[src/rtl/uart_pkg.sv]
// Shared UART definitions: baud tick default, parity modes and transmitter FSM states.
// Receiver and transmitter both import this so they agree on one baud definition.
package uart_pkg;

  localparam int DEFAULT_TICKS_PER_BIT = 20;

  localparam int PAR_NONE = 0;
  localparam int PAR_EVEN = 1;
  localparam int PAR_ODD  = 2;

  typedef enum logic [2:0] {
    ST_IDLE,
    ST_START,
    ST_DATA,
    ST_PARITY,
    ST_STOP
  } tx_state_t;

endpackage

[src/rtl/uart_bit_timer.sv]
// Free-running bit timer: counts 0..TICKS_PER_BIT-1 and flags the last tick of each bit.
// restart holds the count at zero so a bit starts cleanly on the next cycle.
module uart_bit_timer
  import uart_pkg::*;
#(
  parameter int TICKS_PER_BIT = DEFAULT_TICKS_PER_BIT
) (
  input  logic clk_br,
  input  logic rst,
  input  logic restart,
  output logic bit_end
);

  localparam int CNT_W = (TICKS_PER_BIT > 1) ? $clog2(TICKS_PER_BIT) : 1;
  localparam logic [CNT_W-1:0] LAST_TICK = CNT_W'(TICKS_PER_BIT - 1);

  logic [CNT_W-1:0] tick_reg;

  always_ff @(posedge clk_br) begin
    if (rst || restart || bit_end) begin
      tick_reg <= '0;
    end else begin
      tick_reg <= tick_reg + 1'b1;
    end
  end

  assign bit_end = (tick_reg == LAST_TICK);

endmodule

[src/rtl/uart_tx.sv]
// UART transmitter: valid/ready byte in, start + LSB-first data + optional parity + stop bits out.
// tx is registered from the next-state decode so the start bit appears on the accepting edge.
module uart_tx
  import uart_pkg::*;
#(
  parameter int TICKS_PER_BIT = DEFAULT_TICKS_PER_BIT,
  parameter int DATA_BITS     = 8,
  parameter int PARITY        = PAR_NONE,
  parameter int STOP_BITS     = 1
) (
  input  logic                 clk_br,
  input  logic                 rst,
  input  logic [DATA_BITS-1:0] tx_data,
  input  logic                 tx_valid,
  output logic                 tx_ready,
  output logic                 tx,
  output logic                 busy
);

  localparam int IDX_W = $clog2(DATA_BITS);
  localparam logic [IDX_W-1:0] LAST_DATA = IDX_W'(DATA_BITS - 1);
  localparam logic [IDX_W-1:0] LAST_STOP = IDX_W'(STOP_BITS - 1);

  tx_state_t            state_reg, state_next;
  logic [DATA_BITS-1:0] shift_reg, shift_next;
  logic                 parity_reg, parity_next;
  logic [IDX_W-1:0]     idx_reg, idx_next;
  logic                 tx_reg, tx_next;
  logic                 bit_end;
  logic                 accept;
  logic                 last_data_bit;
  logic                 last_stop_bit;

  uart_bit_timer #(
    .TICKS_PER_BIT(TICKS_PER_BIT)
  ) u_bit_timer (
    .clk_br (clk_br),
    .rst    (rst),
    .restart(state_reg == ST_IDLE),
    .bit_end(bit_end)
  );

  assign last_data_bit = bit_end && (idx_reg == LAST_DATA);
  assign last_stop_bit = bit_end && (idx_reg == LAST_STOP);

  // Ready in the final stop cycle lets the next frame start with no idle gap.
  assign tx_ready = !rst && ((state_reg == ST_IDLE) ||
                             ((state_reg == ST_STOP) && last_stop_bit));
  assign accept   = tx_valid && tx_ready;
  assign busy     = (state_reg != ST_IDLE);
  assign tx       = tx_reg;

  always_ff @(posedge clk_br) begin
    if (rst) begin
      state_reg <= ST_IDLE;
    end else begin
      state_reg <= state_next;
    end
  end

  always_comb begin
    state_next = state_reg;
    case (state_reg)
      ST_IDLE:   if (accept) state_next = ST_START;
      ST_START:  if (bit_end) state_next = ST_DATA;
      ST_DATA:   if (last_data_bit) state_next = (PARITY != PAR_NONE) ? ST_PARITY : ST_STOP;
      ST_PARITY: if (bit_end) state_next = ST_STOP;
      ST_STOP:   if (last_stop_bit) state_next = accept ? ST_START : ST_IDLE;
      default:   state_next = ST_IDLE;
    endcase
  end

  always_comb begin
    shift_next  = shift_reg;
    parity_next = parity_reg;
    idx_next    = idx_reg;
    tx_next     = 1'b1;

    if (accept) begin
      shift_next  = tx_data;
      parity_next = (PARITY == PAR_ODD) ? ~^tx_data : ^tx_data;
    end else if ((state_reg == ST_DATA) && bit_end) begin
      shift_next = shift_reg >> 1;
    end

    // One index counter serves both the data bits and the stop bits; it wraps to 0 at each phase end.
    if (bit_end && (state_reg == ST_DATA)) begin
      idx_next = last_data_bit ? '0 : idx_reg + 1'b1;
    end else if (bit_end && (state_reg == ST_STOP)) begin
      idx_next = last_stop_bit ? '0 : idx_reg + 1'b1;
    end

    case (state_next)
      ST_IDLE:   tx_next = 1'b1;
      ST_START:  tx_next = 1'b0;
      ST_DATA:   tx_next = shift_next[0];
      ST_PARITY: tx_next = parity_next;
      ST_STOP:   tx_next = 1'b1;
      default:   tx_next = 1'b1;
    endcase
  end

  always_ff @(posedge clk_br) begin
    if (rst) begin
      shift_reg  <= '0;
      parity_reg <= 1'b0;
      idx_reg    <= '0;
      tx_reg     <= 1'b1;
    end else begin
      shift_reg  <= shift_next;
      parity_reg <= parity_next;
      idx_reg    <= idx_next;
      tx_reg     <= tx_next;
    end
  end

endmodule

[config.mk]
export PLATFORM = sky130hd
export DESIGN_NAME = uart_tx
export DESIGN_NICKNAME = d
export VERILOG_FILES = /design/src/rtl/uart_pkg.sv /design/src/rtl/uart_bit_timer.sv /design/src/rtl/uart_tx.sv
export SDC_FILE = /design/constraint.sdc
export NUM_CORES = 1
export LEC_CHECK = 0
export ABC_CLOCK_PERIOD_IN_PS = 2150
export BUFFER_PORTS_ARGS = -buffer_cell sky130_fd_sc_hd__buf_4
export CORE_UTILIZATION = 55
export CTS_CLUSTER_DIAMETER = 50
export DETAILED_ROUTE_END_ITERATION = 8
export PLACE_DENSITY = 0.84
export SYNTH_ARGS = -nofsm -noshare
export SYNTH_HDL_FRONTEND = slang
export SYNTH_SLANG_ARGS = --single-unit
[constraint.sdc]
create_clock -name clk_br -period 2.15 [get_ports clk_br]
set_input_delay 0.43 -clock clk_br [delete_from_list [all_inputs] [get_ports clk_br]]
set_output_delay 0.43 -clock clk_br [all_outputs]
set_load 0.05 [all_outputs]
==> out/qor.csv, run 1 <==
metric;value;unit
p_per_area;581.1;mW/mm^2
die_y;46.21;um
grt_overflow_total;0;
clockBufferDepth;2;
worstHoldStart;tx_data[0];
clk_latency;300;ps
area_growth;15.83;%
period_share;0.9177;
synth_edf_count;0;
slew_violations;0;
ys_ff_latch;21;
yosys-top-cells-count;21 x dfxtp_1, 17 x nor2_1, 9 x mux2i_1;
tns;0;ps
yosysMostFrequentCell;dfxtp_1;
crit_path_end_kind;primary output;
synth_compound_area_frac;0.1350;
fin_crit;1973;ps
dpl.hpwl;1576;um
wirelength;2118;um
drt-wirelength-per-cell;13.84;um
ios;14;
drtPass1Iterations;4;
path_buf_inv;1;
drive_above_1_share;0.2109;
worstPathMaxFanout;4;
grt_max_degree;20;
die_area;0.002135;sq mm
whs_path_depth;3;
core_area;0.001783;sq mm
worst_pin_slew;319.7;ps
async_reset_ff_frac;0;
synth_top_area_frac;0.3912;
setup_violations;0;
largest_reg_flops;8;
htree_levels;1;
yosysTopAreaCell;dfxtp_1;
drc;0;
cp.arrival;1540;ps
place_congestion;0.7948;
final_nets;144;
final_core_util;0.6982;
clock_skew;3.262;ps
postCtsHoldBufs;0;
synth_nets;128;
synth.avg_cell_area;9.511;sq um
fmax;506.8;MHz
max_slew_margin;0.7866;
drv_cap;0;
postRouteAntennaNets;0;
synth_warnings;0;
clock_sinks;21;
synth.top_cells.by_area;dfxtp_1 39%, mux2i_1 8.4%, nor2_1 5.9%, xnor2_1 5.7%, ha_1 4.7%;
antenna_found_initial;0;
cpMaxStageDelayCell;dfxtp_1;
row_count;15;
synth_seq_area_share;0.3912;
grtUsageTotal;0.2285;
crit_path_start_kind;flip-flop;
hold_class;in2reg;
synthDistinctLibCells;32;
hold_end;shift_reg[0];
synth_xor_area_frac;0.08149;
worstPathCellList;ha_4 -> nand4bb_4 -> o21ai_2 -> and2_1 -> buf_4;
tritoncts;yes;
cts_buffers;3;
rr_startpoint;u_bit_timer.tick_reg[1];
worst-r2r-cell-count;6;
ys.flop_type;dfxtp_1;
critPathRequiredTime;1720;ps
synth_fa_ha_area_frac;0.04657;
cts-root-buf;clkbuf_4;
max_stage_delay;400;ps
vias;873;
cts_setup_buffers;0;
cp_num_cells;5;
rsz0062_at_grt;no;
start_util;0.6028;
synth_mux_area_frac;0.09779;
syn_inst;113;
grt_pass1_vias;830;
crit_type;reg2out;
die_x;46.21;um
ir_drop;0.0004493;V
antenna_cells;0;
finalHoldViolations;0;
ff2ff_setup_slack;250;ps
status;finished, final reports clean;
clk_pin_slew_worst_paths;120;ps
cp_top_family;flip-flops;
synth-simple-area-share;0.2107;
routed_via_density;5.706;
reg2reg_to;tx;
io_buffers;13;
p_leak;0.5204;nW
drt-initial-drc-count;19;
synth_top_family_by_area;simple AND/OR/NAND/NOR gates;
synth_area;0.001075;sq mm
grt_pass1_wl;3560;um
-- where the power goes --
group          leakage [nW]  internal, mW  total, mW  switching (mW)
clock                0.0150        0.0723      0.191           0.119
sequential            0.171         0.405      0.417          0.0117
combinational         0.334        0.0554      0.115          0.0601
total                 0.520         0.533      0.723           0.190
-- logic make-up (layout without fill, tap and decap cells) --
logic type | after synthesis | in the layout
muxes | 10 | 10
buffers and inverters | 8 | 23
xor gates and xnor gates | 10 | 10
and+or+nand+nor | 40 | 40
DFF | 21 | 21
AOI/OAI and AO/OA | 20 | 20
adders and majority gates | 4 | 4
-- layout make-up --
type | count | area (sq um)
inverters | 2 | 7.507
repair buffers | 17 | 127.6
well taps | 25 | 31.28
flip-flops and latches | 21 | 421.7
multi-input cells | 84 | 630.6
clock buffers | 4 | 26.28
fillers | 133 | 538.0
-- how the worst max path moves through the flow --
stage	start	end	slack [ps]
after CTS	u_bit_timer.tick_reg[0]	tx_ready	10
after detailed placement	u_bit_timer.tick_reg[0]	tx	170
after global routing	u_bit_timer.tick_reg[1]	tx_ready	60
final	u_bit_timer.tick_reg[1]	tx_ready	180
after floorplan	u_bit_timer.tick_reg[0]	tx	190
after global placement	u_bit_timer.tick_reg[0]	tx	250
-- timing repair --
action | in CTS | in global routing
endpoints found under the hold margin | 0 | 0
endpoints found under the setup margin | 1 | 1
gates resized for setup | 1 | 4
-- metal layers --
| metal | track usage | wire (um) | up-vias |
|---|---|---|---|
| met5 | 0 | 0 | - |
| met4 | 0.07059 | 14 | 0 |
| met3 | 0.03529 | 69 | 2 |
| met2 | 0.3803 | 1089 | 17 |
| met1 | 0.3007 | 945 | 417 |
| li1 | - | - | 437 |
-- placed cells by master, fill, tap and decap left out, drive strengths merged, types with 4 or more instances in the layout --
cell    instances
ha              4
nor2           17
clkbuf          4
nand3           5
xnor2           7
a21oi           5
mux2i           9
nand2b          4
dfxtp          21
buf            17
a211oi          6
-- tightest hold or removal path, cell delays in order --
cell and delay [ps]:
buf_4 90, mux2i_1 60, nor2_1 80
-- stage by stage --
stage | area (sq um) | hold WS, ps | total power [mW] | std cells | worst slack (ps)
final | 1245 | 384.6 | 0.7235 | 153 | 176.9
after global routing | 1245 | 401.8 | 0.7526 | 153 | 58.49
after CTS | 1230 | 387.8 | 0.7263 | 153 | 12.92
after detailed placement | 1201 | 455.9 | 0.5409 | 149 | 174.2
after global placement | 1201 | 432.5 | 0.5354 | 149 | 252.4
after floorplan | 1075 | 417.5 | 0.5007 | 113 | 187.3
Power figures use the tool's default switching activity.
==> inputs of run 2 (changes only) <==
RECOVER_POWER = 25   (was unset)
==> out/qor.csv, run 2 (same netlist as run 1, synthesis figures left out) <==
metric;value;unit
fmax;505.3;MHz
clk_latency;310;ps
p_seq_frac;0.576;
p_leak;0.5201;nW
setup_violations;0;
rr_startpoint;u_bit_timer.tick_reg[1];
rsz0062_at_grt;no;
clock_skew;4.845;ps
final_cell_mix;20 x dfxtp_1, 17 x nor2_1, 16 x buf_4;
tns;0;ps
p_comb_frac;0.158;
tritoncts;yes;
grt_overflow_total;0;
max_slew_margin;0.6106;
place_area;0.001201;sq mm
place_congestion;0.7948;
io_buffers;13;
drt-wirelength-per-cell;13.84;um
ir_drop;0.0004518;V
dpl.hpwl;1576;um
grt_max_degree;20;
worstHoldStart;tx_data[0];
vias;897;
whs_path_depth;3;
routed_via_density;5.863;
power.share.switching;0.2657;
whs;384.1;ps
p_int;531.9;uW
final_core_util;0.6961;
grt_pass1_vias;830;
cts-root-buf;clkbuf_4;
p_switching;192.4;uW
crit_path_start_kind;flip-flop;
die_x;46.21;um
drc;0;
clock_sinks;21;
status;finished, final reports clean;
slew_violations;0;
place_ws;174.2;ps
core_area;0.001783;sq mm
wirelength;2118;um
start_util;0.6028;
drt-initial-drc-count;21;
postCtsHoldBufs;0;
p_per_area;583.6;mW/mm^2
postRouteAntennaNets;0;
antenna_found_initial;0;
critPathRequiredTime;1720;ps
ios;14;
period_share;0.9205;
reg2reg_to;tx;
finalHoldViolations;0;
row_count;15;
final_cell_area;0.001241;sq mm
ff2ff_setup_slack;250;ps
drtPass1Iterations;4;
grtUsageTotal;0.2285;
setup_ws;170.8;ps
crit_path_end_kind;primary output;
clkPwrFrac;0.267;
crit_type;reg2out;
clockBufferDepth;2;
antenna_cells;0;
worstPathMaxFanout;4;
drive_above_1_share;0.1953;
clk_pin_slew_worst_paths;120;ps
die_area;0.002135;sq mm
cts_setup_buffers;0;
worst_pin_slew;586.6;ps
htree_levels;1;
die_y;46.21;um
drv_cap;0;
hold_end;shift_reg[0];
hold_class;in2reg;
fin_crit;1979;ps
largest_reg_flops;8;
layout_commonest_cell;dfxtp_1;
fillers;135;
cp.arrival;1550;ps
final_nets;144;
area_growth;15.48;%
grt_pass1_wl;3560;um
cts_buffers;3;
worst-r2r-cell-count;6;
-- run 2: repair_timing --
action                                  in CTS  in global routing
resized for setup                            1                  4
endpoints found under the setup margin       1                  1
endpoints found under the hold margin        0                  0
-- run 2: how the worst max path moves through the flow --
stage               endpoint  slack [ps]  cells after the start               startpoint
floorplan                 tx         190                      7  u_bit_timer.tick_reg[0]
global placement          tx         250                      6  u_bit_timer.tick_reg[0]
detailed placement        tx         170                      6  u_bit_timer.tick_reg[0]
CTS                 tx_ready          10                      5  u_bit_timer.tick_reg[0]
global route        tx_ready          60                      5  u_bit_timer.tick_reg[1]
finish              tx_ready         170                      5  u_bit_timer.tick_reg[1]
-- run 2: power by group through the flow --
stage / combinational [mW] / sequential (mW) / clock, mW
floorplan: 0.0763 / 0.424 / 0
CTS: 0.116 / 0.417 / 0.194
global route: 0.125 / 0.419 / 0.207
finish: 0.114 / 0.417 / 0.193
detailed placement: 0.115 / 0.425 / 0
global placement: 0.111 / 0.424 / 0
-- run 2: cell type report --
cell class / instances / area [sq um] / area share
Clock buffer: 4 / 26.28 / 0.02117
Sequential cell: 21 / 421.7 / 0.3397
Tap cell: 25 / 31.28 / 0.02520
Multi-Input combinational cell: 84 / 630.6 / 0.5081
Inverter: 2 / 7.507 / 0.006048
Timing Repair Buffer: 17 / 123.9 / 0.09980
-- run 2: worst max-delay path: stages (launching register included) --
cell and delay [ps]:
dfxtp_1 390, ha_4 180, nand4bb_4 140, o21ai_2 170, and2_1 160, buf_4 200
-- run 2: metrics by stage --
step,cells,power (mW)
final,153,0.7243
after global routing,153,0.7514
after CTS,153,0.7263
after detailed placement,149,0.5409
after global placement,149,0.5354
after floorplan,113,0.5007
-- run 2: layer usage --
metal,GRT usage,share of wire,vias to the layer above
li1,-,-,437
met1,0.3007,0.43,426
met2,0.3803,0.51,30
met3,0.03529,0.046,4
met4,0.07059,0.012,0
met5,0,0,-
==> inputs of run 3 (changes only) <==
CORE_UTILIZATION = 50   (was 55)
PLACE_DENSITY = 0.79   (was 0.84)
==> out/qor.csv, run 3 (same netlist as run 1, synthesis figures left out) <==
metric;value;unit
status;finished, final reports clean;
drt-initial-drc-count;20;
routed_via_density;5.426;
grt_pass1_vias;831;
layout_commonest_cell;dfxtp_1;
worstPathCellList;ha_2 -> nand4bb_4 -> o21ai_1 -> and2_1 -> buf_4;
place_congestion;0.8097;
place_area;0.001204;sq mm
clk_latency;300;ps
tns;0;ps
postRouteAntennaNets;0;
drv_cap;0;
grtUsageTotal;0.1980;
die_area;0.002339;sq mm
io_buffers;13;
row_count;16;
dpl.hpwl;1558;um
path_buf_inv;1;
final_cell_area;0.001230;sq mm
clockBufferDepth;2;
cpMaxStageDelayCell;dfxtp_2;
antenna_found_initial;0;
htree_levels;1;
drt-wirelength-per-cell;12.94;um
setup_violations;0;
die_x;48.37;um
rr_startpoint;u_bit_timer.tick_reg[0];
grt_max_degree;20;
final_nets;144;
drive_above_1_share;0.1875;
area_growth;14.44;%
cp.arrival;1580;ps
drc;0;
start_util;0.5423;
cts_setup_buffers;0;
clock_skew;7.477;ps
max_slew_margin;0.6097;
fmax;496.5;MHz
ir_drop;0.0004730;V
grt_overflow_total;0;
rsz0062_at_grt;no;
crit_path_start_kind;flip-flop;
crit_type;reg2out;
max_stage_delay;370;ps
clk_pin_slew_worst_paths;120;ps
grt_pass1_wl;3539;um
cp_top_family;flip-flops;
critPathRequiredTime;1720;ps
largest_reg_flops;8;
finalHoldViolations;0;
core_area;0.001982;sq mm
vias;841;
tritoncts;yes;
hold_class;in2reg;
fin_crit;2014;ps
crit_path_end_kind;primary output;
worstPathMaxFanout;4;
ios;14;
clock_sinks;21;
cts-root-buf;clkbuf_4;
p_per_area;584.3;mW/mm^2
period_share;0.9368;
cts_buffers;3;
slew_violations;0;
drtPass1Iterations;4;
wirelength;2006;um
worst_pin_slew;588.0;ps
worstHoldStart;tx_data[0];
final_cell_mix;20 x dfxtp_1, 17 x nor2_1, 16 x buf_4;
critPathLaunch;u_bit_timer.tick_reg[0];
p_leak;0.5193;nW
die_y;48.37;um
antenna_cells;0;
-- run 3: worst register-to-register path: cells and delay by family, from the launching register on --
family,cells,cell delay [ps]
adder cells (fa/ha/maj),1,230
multiplexers,1,330
AND/OR/NAND/NOR,3,640
AO/OA/AOI/OAI,1,250
flip-flops,1,370
-- run 3: layer usage --
| layer | vias up | part of all wire | track usage |
|---|---|---|---|
| met4 | 0 | 0.013 | 0.08824 |
| met2 | 9 | 0.49 | 0.3286 |
| met3 | 2 | 0.022 | 0.03774 |
| met1 | 398 | 0.47 | 0.2495 |
| li1 | 432 | - | - |
| met5 | - | 0 | 0 |
-- run 3: timing repair --
item | CTS | global route
hold buffers | 0 | 0
setup endpoints to repair | 1 | 1
cloned | 0 | 0
resized for setup | 1 | 2
-- run 3: layout make-up --
class                   count  area [sq um]
repair buffers             17         123.9
clock buffers               4         26.28
inverters                   2         7.507
multi-input cells          84         616.8
fillers                   170         752.0
well taps                  27         33.78
flip-flops and latches     21         421.7
-- run 3: final timing paths --
check | to | slack, ps | depth (start not counted)
worst max-delay path | tx_ready | 140 | 5
worst min-delay path | shift_reg[0] | 390 | 3
worst max register to register | tx | 230 | 6
worst min register to register | u_bit_timer.tick_reg[0] | 450 | 1
-- run 3: stage by stage --
stage          std cells  power [mW]  hold slack (ps)    util  setup slack, ps
2_1_floorplan        113      0.5007            417.5       -            187.3
3_3_place_gp         151      0.5357            432.2  0.6073            251.4
3_5_place_dp         151      0.5410            474.2  0.6073            181.4
4_1_cts              155      0.7300            380.3  0.6218            27.02
5_1_grt              155      0.7554            393.7  0.6206            31.09
6_report             155      0.7187            388.4  0.6206            135.9
-- run 3: power breakdown --
part	switching [mW]	internal, mW	total, mW
clock	0.116	0.0722	0.188
combinational	0.0601	0.0539	0.114
sequential	0.0112	0.405	0.416
